File: src/rtl/fetch_unit.sv
// Instruction fetch stage: owns the fetch PC, issues credit-limited word fetches
// and buffers returned instructions with their PCs in a 2-entry in-order queue.
module fetch_unit #(
    parameter int unsigned           Data_Width = 32,
    parameter logic [Data_Width-1:0] Reset_PC   = '0
) (
    input  logic                  clk,
    input  logic                  rst,
    output logic                  imem_req,
    output logic [Data_Width-1:0] imem_addr,
    input  logic                  imem_ready,
    input  logic                  imem_rvalid,
    input  logic [Data_Width-1:0] imem_rdata,
    output logic                  instr_valid,
    input  logic                  instr_ready,
    output logic [Data_Width-1:0] instr,
    output logic [Data_Width-1:0] instr_pc,
    output logic [Data_Width-1:0] instr_pc4,
    input  logic                  redirect,
    input  logic [Data_Width-1:0] redirect_target,
    output logic                  misalign_err
);
    localparam logic [Data_Width-1:0] Pc_Step = Data_Width'(4);

    logic [Data_Width-1:0] fpc_reg;
    logic [1:0]            occ_reg;
    logic [1:0]            inflight_reg;
    logic [1:0]            discard_reg;
    logic [Data_Width-1:0] q_instr_reg [2];
    logic [Data_Width-1:0] q_pc_reg    [2];
    logic [Data_Width-1:0] pcf_reg     [2];
    logic                  pcf_wr_reg;
    logic                  pcf_rd_reg;
    logic                  misalign_reg;

    logic       pop;
    logic       push;
    logic       fire;
    logic       drop;
    logic [1:0] occ_after_pop;
    logic [2:0] credit_used;

    // Occupancy is counted after this cycle's dequeue so a steady stream can
    // sustain one instruction per cycle with only two credits.
    always_comb begin
        pop           = (occ_reg != 2'd0) && instr_ready;
        occ_after_pop = occ_reg - {1'b0, pop};
        credit_used   = {1'b0, occ_after_pop} + {1'b0, inflight_reg};
        imem_req      = !rst && (credit_used < 3'd2) && !redirect;
        fire          = imem_req && imem_ready;
        push          = imem_rvalid && (discard_reg == 2'd0) && !redirect;
        drop          = imem_rvalid && (discard_reg != 2'd0);
    end

    always_ff @(posedge clk or posedge rst) begin
        if (rst) begin
            fpc_reg      <= Reset_PC;
            misalign_reg <= 1'b0;
        end else if (redirect) begin
            fpc_reg <= {redirect_target[Data_Width-1:2], 2'b00};
            if (redirect_target[1:0] != 2'b00) begin
                misalign_reg <= 1'b1;
            end
        end else if (fire) begin
            fpc_reg <= fpc_reg + Pc_Step;
        end
    end

    // Stale responses stay counted in inflight so credit covers them until they return.
    always_ff @(posedge clk or posedge rst) begin
        if (rst) begin
            inflight_reg <= 2'd0;
            discard_reg  <= 2'd0;
            pcf_wr_reg   <= 1'b0;
            pcf_rd_reg   <= 1'b0;
        end else begin
            inflight_reg <= inflight_reg + {1'b0, fire} - {1'b0, imem_rvalid};
            if (redirect) begin
                discard_reg <= inflight_reg - {1'b0, imem_rvalid};
                pcf_wr_reg  <= 1'b0;
                pcf_rd_reg  <= 1'b0;
            end else begin
                if (drop) begin
                    discard_reg <= discard_reg - 2'd1;
                end
                if (fire) begin
                    pcf_wr_reg <= ~pcf_wr_reg;
                end
                if (push) begin
                    pcf_rd_reg <= ~pcf_rd_reg;
                end
            end
        end
    end

    always_ff @(posedge clk) begin
        if (fire) begin
            pcf_reg[pcf_wr_reg] <= fpc_reg;
        end
    end

    // Entry 0 is the head; a push lands in the first slot left free after the pop.
    always_ff @(posedge clk or posedge rst) begin
        if (rst) begin
            occ_reg <= 2'd0;
            for (int i = 0; i < 2; i++) begin
                q_instr_reg[i] <= '0;
                q_pc_reg[i]    <= '0;
            end
        end else if (redirect) begin
            occ_reg <= 2'd0;
        end else begin
            occ_reg <= occ_after_pop + {1'b0, push};
            if (pop) begin
                q_instr_reg[0] <= q_instr_reg[1];
                q_pc_reg[0]    <= q_pc_reg[1];
            end
            if (push) begin
                q_instr_reg[occ_after_pop[0]] <= imem_rdata;
                q_pc_reg[occ_after_pop[0]]    <= pcf_reg[pcf_rd_reg];
            end
        end
    end

    assign imem_addr    = fpc_reg;
    assign instr_valid  = (occ_reg != 2'd0);
    assign instr        = q_instr_reg[0];
    assign instr_pc     = q_pc_reg[0];
    assign instr_pc4    = q_pc_reg[0] + Pc_Step;
    assign misalign_err = misalign_reg;

    a_no_overflow: assert property (@(posedge clk) disable iff (rst)
        !(push && !pop && (occ_reg == 2'd2)));
    a_inflight_bound: assert property (@(posedge clk) disable iff (rst)
        inflight_reg != 2'd3);
endmodule

File: config.mk
export PLATFORM = sky130hd
export DESIGN_NAME = fetch_unit
export DESIGN_NICKNAME = d
export VERILOG_FILES = /design/src/rtl/fetch_unit.sv
export SDC_FILE = /design/constraint.sdc
export NUM_CORES = 1
export LEC_CHECK = 0
export ABC_AREA = 1
export BUFFER_PORTS_ARGS = -buffer_cell sky130_fd_sc_hd__buf_2
export CAP_MARGIN = 20
export CORE_UTILIZATION = 28
export CTS_BUF_LIST = sky130_fd_sc_hd__clkbuf_8
export CTS_CLUSTER_DIAMETER = 120
export DETAILED_ROUTE_END_ITERATION = 8
export PLACE_DENSITY = 0.57
export SYNTH_ARGS = -nofsm -noshare
export SYNTH_HDL_FRONTEND = slang
export SYNTH_SLANG_ARGS = --single-unit
File: constraint.sdc
create_clock -name clk -period 7.7 [get_ports clk]
set_input_delay 0.385 -clock clk [delete_from_list [all_inputs] [get_ports clk]]
set_output_delay 0.385 -clock clk [all_outputs]
set_load 0.02 [all_outputs]
## Word-level counts from Yosys, hierarchy flattened

Memories as Yosys holds them, arrays and structs flattened.
Cells that the tools add are included.
Widths: inputs -> output; s select.

- Bits in registers: 169
- Memories: 1
- Output and inout bits: 131
- Bits in writable memories: 64
- Bits of input ports: 70

Memories:

| memory | words | width | read ports | clocked after Yosys merged registers in | write ports | line | RTL |
|---|---|---|---|---|---|---|---|
| pcf_reg | 2 | 32 | 1 | 0 | 1 | 31 | `logic [Data_Width-1:0] pcf_reg [2];` |

- $lt $le $gt $ge: 3
- Add/subtract/negate cells: 9
- Bitwise operators: 4
- Reductions and logical operators: 19
- Multiplexer cells: 21

Operators with widths:

| operator | number |
|---|---|
| $mux 32 | 7 |
| $bwmux 64 | 2 |
| $mux 64 | 2 |
| $add 32x3->32 const B | 2 |
| $demux 32 s1 | 1 |
| $reduce_bool 2->1 | 6 |
| $logic_and 1x1->1 | 8 |
| $mux 1 | 6 |
| $mux 2 | 3 |
| $sub 2x1->2 | 3 |
| $add 2x1->2 | 2 |
| $reduce_and 2->1 | 2 |
| $add 2x2->3 | 1 |
| $lt 3x2->1 const B | 1 |
| $not 1->1 | 3 |
| $ge 2x2->1 const B | 1 |
| $logic_not 1->1 | 2 |
| $logic_not 2->1 | 1 |
| $lt 2x1->1 const B | 1 |
| $not 1->2 | 1 |
| $sub 2x1->2 const B | 1 |

## Depth between registers and ports, before layout

Gate-level depths: netlist of the first run.

- Word-level depth: 10
- Mapped depth: 18
- Mapped depth without buffers: 16

## Worst setup path after synthesis of the first run

No wires, ideal clock.

- Path type: register to register
- Start point: reg occ_reg[1]
- End point: mem pcf_reg[1][10] (enable)
- Path slack: 3474 ps
- Data required time: 7283 ps
- Arrival: 3809 ps
- Cell stages (with the launch flop): 15
- Library setup time: 417 ps
- Cell sequence: dfrtp_1 inv_1 nand2_1 nand2_2 inv_1 ha_1 inv_1 nand2_1 fa_1 nand2_1 nor3_4 nand2_2 buf_6 buf_6 nor2_1

- Cells in the longest elaborated chain, start to end: 10

Ends and longest elaborated chain:

| element | line | RTL |
|---|---|---|
| start: declaration | 26 | `logic [1:0] occ_reg;` |
| start signal: assignment | 113 | `occ_reg <= occ_after_pop + {1'b0, push};` |
| $reduce_bool 2->1 | - |  |
| via instr_valid | 14 | `output logic instr_valid,` |
| $logic_and 1x1->1 | 46 | `pop = (occ_reg != 2'd0) && instr_ready;` |
| $sub 2x1->2 | 47 | `occ_after_pop = occ_reg - {1'b0, pop};` |
| $add 2x2->3 | 48 | `credit_used = {1'b0, occ_after_pop} + {1'b0, inflight_reg};` |
| $lt 3x2->1 | 49 | `imem_req = !rst && (credit_used < 3'd2) && !redirect;` |
| $logic_and 1x1->1 (2 in series) | 49 |  |
| via imem_req | 9 | `output logic imem_req,` |
| $logic_and 1x1->1 | 50 | `fire = imem_req && imem_ready;` |
| $mux 1 | 97 | `if (fire) begin` |
| $mux 1 (implied by the code) | 98 | `pcf_reg[pcf_wr_reg] <= fpc_reg;` |
| end: declaration | 31 |  |

The timed path passes the listed nets, and every way through them passes these cells.

## Worst setup path after layout of the first run

- Start point: reg occ_reg[1]
- End point: mem pcf_reg[0][21] (enable)

- Cells in the longest elaborated chain, start to end: 10

Ends and longest elaborated chain:

| element | line |
|---|---|
| $reduce_bool 2->1 | 46 |
| $logic_and 1x1->1 | 46 |
| $sub 2x1->2 * | 47 |
| $add 2x2->3 * | 48 |
| $lt 3x2->1 * | 49 |
| $logic_and 1x1->1 * (2 in series) | 49 |
| $logic_and 1x1->1 * | 50 |
| $mux 1 * | 97 |
| $mux 1 (implied by the code) * | 98 |

Every way passes the cells marked *; elsewhere a longest branch is shown, timed or not.

==> flow_summary_export.csv, run 1 <==
group,metric,value,unit
run_status,status,"finished, violations left",
run_status,violations,"design-rule violations",
timing,setup_slack,2.91,ns
clock_network,cts_buffers,42,
place,gp_congestion,0.879,
place,place_hpwl,22100,µm
global_routing,grt_first_pass_wirelength,50800,µm
power,p_seq_share,40.3,%
clock_network,clockRootBuffer,"clkbuf_8",
timing,period_needed,4.79,ns
logic_synthesis,yosysTopAreaCellShare,35.3,%
power,p_clk_share,21.7,%
global_routing,grt_max_degree,115,
critical_path,rrSetupSlack,2.91,ns
power,p_comb_share,38.0,%
worst_hold_path,hold_class,"input port to flip-flop",
logic_synthesis,yosys_warnings,0,
clock_network,cts_resized,0,
drt,drc,30,
power,power_switching_share,42.9,%
critical_path,reg2reg_depth,13,
drt,num_vias,9528,
critical_path,crit_fanout,50,
timing,hold_violations,0,
worst_hold_path,holdPathEnd,"q_instr_reg[3]",
layout,fillers,4308,
clock_network,clk_latency,0.55,ns
logic_synthesis,yosysUniqueCellTypes,38,
logic_synthesis,synth_area_per_cell,8.39,µm²
critical_path,r2r_start,"occ_reg[1]",
critical_path,critPathLaunch,"occ_reg[1]",
power,p_leak,6.22,nW
place,io_buffers,198,
timing,final.setup_skew,0.0237,ns
drt,vias_per_cell,4.59,
layout,drive_gt1_share,21.1,%
logic_synthesis,synthCells,1392,
critical_path,startpoint_type,"flip-flop",
die,rows,74,
timing,clock.fmax,209,MHz
drt,dr.pass1.iters,7,
power,vdd_drop_max,0.119,mV
logic_synthesis,synthTopCellsByArea,"dfrtp_1 35%, edfxtp_1 15%, nand2_1 11%, o21ai_0 7.4%, buf_4 4.6%",
logic_synthesis,seq_area_frac_synth,50.8,%
global_routing,antenna_found_initial,0,
timing,fin_setup_tns,0,ns
drt,antenna_left,0,
clock_network,htreeDepth,2,
job,cap_violations,0,
timing,timing.final.crit_share,62.3,%
die,ios,201,
timing,grt_setup_unrepaired,"false",
timing,drv_slew,0,
die,core,41000,µm²
clock_network,clk_pin_slew_worst_paths,0.05,ns
layout,largest_reg_flops,60,
worst_hold_path,hold_depth,3,
drt,wl_per_cell,15.5,µm
critical_path,worstReg2RegEnd,"pcf_reg[0][21]",
power,p_switching,2.19,mW
clock_network,cts_buffer_depth,3,
critical_path,cp.required,7.92,ns
logic_synthesis,netlist_area,11700,µm²
critical_path,worst_ep_arrival_time,5.02,ns
die,die_w,206,µm
logic_synthesis,synth_seq_cells,225,
die,dieHeight,206,µm
critical_path,path_class,"flip-flop to flip-flop",
timing,worst_pin_slew,1.07,ns
layout,syn_to_final_growth,14.8,%
clock_network,tritoncts,"yes",
global_routing,grt_pass1_vias,9131,
die,die_area,42600,µm²
drt,dr.first_iter.drc_count,866,
drt,routed_wl,32200,µm
timing,setup-violations-final,0,
clock_network,cts.sinks,225,
global_routing,track_usage,15.2,%
die,start_util,28.5,%
layout,nNetsFinal,1596,
global_routing,grt-ovfl-total,0,
critical_path,endpoint_kind,"flip-flop",
layout,layout_commonest_cell,"nand2_1",
layout,layout_common_cells,"346 x nand2_1, 198 x buf_2, 173 x o21ai_0, 165 x dfrtp_1, 147 x inv_1",
place,pre_cts_ws,2.85,ns
layout,diodes,0,
worst_hold_path,hp-start,"imem_rdata[3]",
power,internal-power,2.92,mW
logic_synthesis,yosysTopAreaCell,"dfrtp_1",
power,power.density,381,nW/µm²
timing,relSlewSlack,28.8,%
## power groups by stage
| stage | clock (mW) | sequential [mW] | combinational [mW] |
|---|---|---|---|
| 2_1_floorplan | 0 | 1.97 | 1.60 |
| 3_3_place_gp | 0 | 2.07 | 1.93 |
| 3_5_place_dp | 0 | 2.08 | 1.96 |
| 4_1_cts | 1.15 | 2.06 | 1.97 |
| 5_1_grt | 1.21 | 2.13 | 2.18 |
| 6_report | 1.11 | 2.06 | 1.94 |
## metal layers
metal / wire length [µm] / track usage (%) / vias to the layer above
li1: - / - / 4709
met1: 15200 / 21.5 / 4522
met2: 14600 / 23.5 / 252
met3: 1830 / 3.00 / 45
met4: 648 / 4.28 / 0
met5: 0 / 0 / -
## area by class of cell
cell class	instances	area (µm²)	area share (%)
clock buffer	45	619	4.62
clock inverter	27	166	1.24
inverter	138	524	3.91
multi-input combinational	902	4410	32.9
sequential	225	5930	44.2
tap	532	666	4.96
timing repair buffer	208	1090	8.15
## cells in the mapped netlist
cell	count
o22ai_1	29
nor2_1	111
nand2_1	346
o21bai_1	9
nor3_4	1
nand3_1	61
conb_1	1
nor3_1	9
nor2_2	6
clkbuf_1	32
a21oi_1	14
o21ai_1	9
o211ai_1	15
nand2_4	3
a31oi_1	11
buf_6	8
nand4_1	5
nor2_4	3
or2_2	30
buf_2	15
and2_1	3
inv_1	134
xnor2_1	7
nand3_2	9
xor2_1	17
buf_4	71
clkbuf_2	2
nor3_2	2
o21ai_0	173
edfxtp_1	60
fa_1	1
clkinv_2	1
ha_1	8
nor3b_1	2
dfrtp_1	165
inv_2	3
nand2_2	7
nand3b_1	9
## worst max-delay path: stages (launching register included)
cell and delay [ns]:
dfrtp_1 0.39, inv_1 0.06, nand2_1 0.07, nand2_2 0.69, inv_1 0.18, ha_1 0.55
inv_1 0.20, nand2_1 0.08, fa_1 0.49, nand2_1 0.08, nor3_4 0.13, nand2_2 0.38
nor2_2 0.78, buf_4 0.37
## kinds of logic (layout without fill, tap and decap cells)
| group | count (synthesis) | after routing | synth area share, % |
|---|---|---|---|
| AND/OR/NAND/NOR | 607 | 607 | 22.8 |
| AO/OA/AOI/OAI | 260 | 260 | 12.1 |
| other | 1 | 2 | 0.0321 |
| buffers and inverters | 266 | 418 | 11.5 |
| flip-flops | 225 | 225 | 50.8 |
| XOR/XNOR | 24 | 24 | 1.80 |
| adder cells (fa/ha/maj) | 9 | 9 | 1.03 |
## worst max-delay path by stage
| stage | to | slack [ns] | cells after the start |
|---|---|---|---|
| after floorplan | discard_reg[0] | 2.85 | 1 |
| after global placement | pcf_reg[0][21] | 2.90 | 13 |
| after detailed placement | pcf_reg[0][26] | 2.85 | 13 |
| after CTS | pcf_reg[0][21] | 2.83 | 13 |
| after global routing | pcf_reg[1][4] | 2.47 | 13 |
| final | pcf_reg[0][21] | 2.91 | 13 |
## stage by stage
stage	std cells	instance area (µm²)	utilization (%)	total power [mW]	hold WS, ns
after global routing	2077	13400	32.7	5.52	0.0301
final	2077	13400	32.7	5.11	0.0517
after global placement	2001	12600	30.6	4.00	0.458
after CTS	2075	13400	32.6	5.19	0.0000578
after floorplan	1393	11700	-	3.57	0.444
after detailed placement	2001	12600	30.6	4.05	0.460
## timing repair
item | CTS | global route
hold buffers | 2 | 1
setup buffers | 0 | 0
hold endpoints to repair | 2 | 35
setup endpoints to repair | 0 | 0
(Power assumes the default switching activity.)
==> inputs of run 2 (changes only) <==
- clock period: 7.7 -> 4.5 ns (I/O delays scaled with it)
==> flow_summary_export.csv, run 2 (same netlist as run 1, synthesis figures left out) <==
group,metric,value,unit
die,start_util,28.5,%
layout,layout_common_cells,"346 x nand2_1, 198 x buf_2, 173 x o21ai_0, 165 x dfrtp_1, 140 x inv_1",
global_routing,grt_pass1_vias,9306,
die,ios,201,
run_status,violations,"design-rule violations",
place,place_hpwl,21900,µm
clock_network,cts_buffer_depth,3,
layout,drive_gt1_share,21.1,%
power,power,8.89,mW
timing,timing.final.crit_share,78.2,%
timing,worst_pin_slew,1.05,ns
critical_path,critPathMostFrequentCell,"inv_1",
die,dieHeight,206,µm
drt,vias_per_cell,4.53,
clock_network,cts_buffers,42,
clock_network,clk_latency,0.58,ns
critical_path,worst-path-buf-inv,4,
global_routing,antenna_found_initial,0,
run_status,status,"finished, violations left",
timing,hold_violations,0,
drt,dr.pass1.iters,7,
critical_path,cp.required,4.96,ns
drt,num_vias,9724,
place,gp_congestion,0.905,
critical_path,cp_top_family,"adder cells",
critical_path,path_class,"flip-flop to flip-flop",
critical_path,endpoint_kind,"flip-flop",
die,core,41000,µm²
timing,hold_ws,0.0629,ns
critical_path,max_stage_delay,0.49,ns
clock_network,cts_setup_buffers,0,
timing,drv_slew,0,
global_routing,grt-ovfl-total,0,
timing,relSlewSlack,30.0,%
drt,wl_met1,16100,µm
drt,wl_per_cell,15.3,µm
timing,grt_setup_unrepaired,"false",
drt,routed_wl,32800,µm
critical_path,worst_ep_arrival_time,3.98,ns
timing,setup-violations-final,0,
power,vdd_drop_max,0.202,mV
clock_network,tritoncts,"yes",
layout,layout_commonest_cell,"nand2_1",
layout,diodes,0,
worst_hold_path,hold_class,"input port to flip-flop",
clock_network,cts.sinks,225,
global_routing,track_usage,15.4,%
clock_network,clockRootBuffer,"clkbuf_8",
timing,fin_setup_tns,0,ns
job,cap_violations,0,
global_routing,grt_max_degree,114,
die,rows,74,
critical_path,slowest_stage,"ha_1",
layout,final_area,14100,µm²
critical_path,startpoint_type,"flip-flop",
timing,final.setup_skew,0.0422,ns
die,die_area,42600,µm²
place,io_buffers,198,
clock_network,htreeDepth,2,
power,power.density,631,nW/µm²
drt,wl_met3,1720,µm
layout,nNetsFinal,1661,
clock_network,cts_hold_buf,65,
layout,syn_to_final_growth,20.6,%
clock_network,clk_pin_slew_worst_paths,0.05,ns
timing,period_needed,3.52,ns
drt,wl_met2,14300,µm
drt,drc,32,
timing,clock.fmax,284,MHz
clock_network,cts_resized,0,
power,p_leak,6.49,nW
critical_path,crit_fanout,21,
critical_path,crit_chain,"inv_1 -> nand2_1 -> nand2_2 -> inv_1 -> ha_1 -> inv_1 -> nand2_1 -> fa_1 -> nand2_1 -> nor3_4 -> nand2_2 -> ha_1 -> inv_1 -> ha_1 -> xnor2_1 -> xor2_1",
die,die_w,206,µm
global_routing,grt_first_pass_wirelength,51500,µm
drt,top_layer,"met4",
layout,largest_reg_flops,60,
drt,antenna_left,0,
place,place_area,12600,µm²
drt,dr.first_iter.drc_count,744,
-- run 2: cell types whose count changed in the layout (fill, tap and decap cells not counted), sizes merged --
cell         previous run  this run
inv                   152       144
clkinv                 11        15
buf                   205       208
clkbuf                 45        50
bufinv                  2         1
clkinvlp                0         3
dlygate4sd3             3        65
-- run 2: path summary, 6_finish.rpt --
kind / from / to / slack [ns] / cells after the start
max reg2reg: occ_reg[1] / inflight_reg[1] / 0.98 / 16
min reg2reg: instr[16] / instr[16] / 0.47 / 2
max: occ_reg[1] / inflight_reg[1] / 0.98 / 16
min: imem_rvalid / pcf_rd_reg / 0.06 / 3
max in group asynchronous: rst / instr[11] / 3.28 / 4
min in group asynchronous: rst / imem_addr[5] / 0.39 / 4
-- run 2: layout make-up --
class | count | area, µm²
Inverter | 138 | 523
Timing Repair Buffer | 273 | 1720
Tap cell | 532 | 666
Multi-Input combinational cell | 902 | 4410
Clock buffer | 50 | 688
Clock inverter | 25 | 160
Fill cell | 4314 | 26900
Sequential cell | 225 | 5930
-- run 2: power by group --
part / leakage, nW / internal, mW / switching, mW / total, mW
sequential: 2.53 / 2.84 / 0.690 / 3.53
clock: 0.468 / 1.08 / 0.912 / 1.99
combinational: 3.49 / 1.16 / 2.21 / 3.37
-- run 2: per-layer routing --
layer  global-route usage [%]  vias to the layer above
li1                         -                     4853
met1                     21.8                     4586
met2                     23.6                      238
met3                     2.98                       47
met4                     4.75                        0
met5                        0                        -
-- run 2: stage by stage --
step | setup slack, ns | util, % | instances
detailed placement | 0.956 | 30.7 | 2005
CTS | 0.946 | 34.4 | 2145
global route | 0.653 | 34.4 | 2145
finish | 0.979 | 34.4 | 2145
global placement | 0.975 | 30.7 | 2005
floorplan | 0.274 | - | 1393
-- run 2: worst register-to-register path: stages (launching register included) --
cell     delay [ns]
dfrtp_1        0.38
inv_1          0.05
nand2_1        0.06
nand2_2        0.07
inv_1          0.06
ha_1           0.49
inv_1          0.20
nand2_1        0.08
fa_1           0.48
nand2_1        0.08
nor3_4         0.13
nand2_2        0.36
ha_1           0.44
inv_1          0.04
ha_1           0.17
xnor2_1        0.16
xor2_1         0.17
==> inputs of run 3 (changes only) <==
- ABC_AREA: 1 -> 0
- PLACE_DENSITY: 0.57 -> 0.59
- clock period: 4.5 -> 3.2 ns (I/O delays scaled with it)
==> flow_summary_export.csv, run 3 <==
group,metric,value,unit
die,die_area,38600,µm²
logic_synthesis,ys_top_cells_by_count,"165 x dfrtp_1, 90 x nand2_1, 83 x nor2_1, 68 x buf_4, 60 x edfxtp_1",
logic_synthesis,synth.most_common_cell,"dfrtp_1",
power,power.density,913,nW/µm²
drt,wl_met1,13700,µm
global_routing,grt_pass1_vias,7433,
timing,setup-violations-final,0,
layout,layout_commonest_cell,"buf_2",
place,gp_congestion,0.765,
power,p_seq_share,39.1,%
logic_synthesis,seq_area_frac_synth,55.9,%
clock_network,cts_buffer_depth,3,
critical_path,worstReg2RegEnd,"inflight_reg[1]",
timing,worst_pin_slew,0.932,ns
layout,stdcell_count,1687,
clock_network,cts.sinks,225,
place,place_hpwl,18300,µm
logic_synthesis,ys_async_sr_fraction,73.3,%
logic_synthesis,yosys_warnings,0,
critical_path,rrSetupSlack,0.18,ns
critical_path,reg2reg_depth,15,
drt,vias_per_cell,4.64,
power,power,12.2,mW
run_status,status,"complete, no violations",
critical_path,max_stage_delay,0.50,ns
critical_path,cp.required,3.66,ns
drt,routed_wl,27300,µm
power,p_comb_share,38.1,%
logic_synthesis,yosysTopAreaCellShare,38.9,%
layout,drive_gt1_share,28.5,%
critical_path,crit_path_end,"inflight_reg[1]",
global_routing,grt_max_degree,76,
die,dieHeight,197,µm
power,p_leak,5.68,nW
drt,wl_met2,11800,µm
logic_synthesis,synthTopCellsByArea,"dfrtp_1 39%, edfxtp_1 17%, buf_4 4.8%, o22a_1 4.1%, mux2_2 3.4%",
power,internal-power,7.55,mW
drt,antenna_left,0,
logic_synthesis,synthCells,938,
timing,final.setup_skew,0.0359,ns
critical_path,r2r_start,"occ_reg[0]",
clock_network,clk_pin_slew_worst_paths,0.06,ns
timing,drv_slew,0,
critical_path,cp_top_family,"adder cells",
layout,syn_to_final_growth,26.4,%
clock_network,cts_buffers,42,
timing,hold_violations,0,
logic_synthesis,synth_area_per_cell,11.3,µm²
global_routing,track_usage,14.3,%
critical_path,slowest_stage,"fa_1",
critical_path,startpoint_type,"flip-flop",
drt,drc,0,
clock_network,clockRootBuffer,"clkbuf_8",
critical_path,critPathLaunch,"occ_reg[0]",
clock_network,cts_setup_buffers,0,
logic_synthesis,netlist_area,10600,µm²
job,cap_violations,0,
die,die_w,197,µm
die,start_util,28.7,%
place,io_buffers,198,
critical_path,path_class,"flip-flop to flip-flop",
global_routing,grt-ovfl-total,0,
timing,clock.fmax,331,MHz
critical_path,path_depth,15,
clock_network,htreeDepth,2,
critical_path,worst-path-buf-inv,4,
timing,period_needed,3.02,ns
timing,timing.final.crit_share,94.4,%
timing,relSlewSlack,37.8,%
power,vdd_drop_max,0.310,mV
layout,diodes,0,
critical_path,crit_chain,"or2_4 -> nand2_4 -> inv_2 -> ha_4 -> xnor2_4 -> fa_1 -> and4bb_2 -> and2_4 -> buf_12 -> inv_2 -> ha_1 -> inv_1 -> ha_1 -> xnor2_1 -> xnor2_1",
drt,dr.pass1.iters,4,
global_routing,antenna_found_initial,0,
drt,top_layer,"met4",
drt,wl_per_cell,16.2,µm
power,p_switching,4.68,mW
die,core,37000,µm²
power,power_switching_share,38.3,%
drt,wl_met3,1360,µm
drt,num_vias,7823,
logic_synthesis,synth_edf_count,60,
logic_synthesis,yosysTopAreaCell,"dfrtp_1",
critical_path,worst_ep_arrival_time,3.48,ns
power,p_clk_share,22.8,%
logic_synthesis,yosysUniqueCellTypes,56,
logic_synthesis,ys.flop_type,"dfrtp_1",
place,dp_cells,1547,
critical_path,crit_fanout,14,
clock_network,tritoncts,"yes",
global_routing,grt_first_pass_wirelength,43500,µm
die,ios,201,
die,rows,70,
critical_path,endpoint_kind,"flip-flop",
worst_hold_path,hold_class,"input port to flip-flop",
drt,dr.first_iter.drc_count,381,
layout,layout_common_cells,"197 x buf_2, 165 x dfrtp_1, 89 x nand2_1, 81 x nor2_1, 66 x dlygate4sd3_1",
layout,nNetsFinal,1232,
clock_network,clk_latency,0.56,ns
logic_synthesis,synth_seq_cells,225,
layout,largest_reg_flops,60,
[run 3: how the worst min path moves through the flow]
stage / startpoint / cells after the start / to / slack [ns]
after floorplan: redirect_target[18] / 2 / imem_addr[18] / 0.27
after global placement: redirect_target[7] / 3 / imem_addr[7] / 0.37
after detailed placement: redirect_target[7] / 3 / imem_addr[7] / 0.37
after CTS: imem_ready / 4 / imem_addr[5] / 0.02
after global routing: imem_ready / 4 / imem_addr[5] / 0.03
final: imem_ready / 4 / imem_addr[5] / 0.05
[run 3: power by group through the flow]
stage | clock network, mW | registers (mW) | logic [mW]
global route | 3.06 | 4.94 | 5.08
finish | 2.79 | 4.79 | 4.66
global placement | 0 | 4.79 | 4.53
detailed placement | 0 | 4.84 | 4.59
floorplan | 0 | 4.64 | 3.73
CTS | 2.90 | 4.79 | 4.68
[run 3: cell families after synthesis]
kind of cell | share of synthesized area (%)
buffers and inverters | 7.40
muxes | 6.70
DFF | 55.9
AOI/OAI and AO/OA | 13.6
xor gates and xnor gates | 2.97
and+or+nand+nor | 12.3
other | 0.0354
adders and majority gates | 1.13
[run 3: worst reg2reg max path: cells and delay by family (launching register included)]
kind / cells / cell delay (ns)
xor gates and xnor gates: 3 / 0.44
adders and majority gates: 4 / 1.09
buffers and inverters: 4 / 0.28
DFF: 1 / 0.38
and+or+nand+nor: 4 / 0.75
[run 3: through the flow]
| step | utilization [%] | hold slack, ns | setup slack (ns) | cell area (µm²) | TNS (ns) |
|---|---|---|---|---|---|
| 6_report | 36.3 | 0.0480 | 0.178 | 13400 | 0 |
| 5_1_grt | 36.3 | 0.0325 | -0.00272 | 13400 | -0.00272 |
| 4_1_cts | 36.2 | 0.0170 | 0.0642 | 13400 | 0 |
| 3_5_place_dp | 32.1 | 0.373 | -0.150 | 11900 | -0.919 |
| 3_3_place_gp | 32.1 | 0.369 | -0.124 | 11900 | -0.724 |
| 2_1_floorplan | - | 0.272 | -0.121 | 10700 | -3.70 |
[run 3: what timing repair did]
action / in CTS / in global routing
pin swaps: 0 / 2
gates resized for setup: 1 / 8
hold endpoints to repair: 129 / 0
endpoints found under the setup margin: 12 / 37
hold buffers: 66 / 0
gates cloned: 0 / 0
[run 3: final cells by class]
class,instances,area [µm²]
fill,3709,23600
sequential,225,5930
multi-input combinational,576,3970
timing repair buffer,290,1960
clock buffer,46,633
tap,504,631
clock inverter,28,206
inverter,18,71.3
[run 3: layer usage]
metal  track usage [%]  vias to the layer above
met5                 0                        -
met4              4.19                        0
met3              2.55                       48
met2              20.6                      252
met1              21.6                     3774
li1                  -                     3749
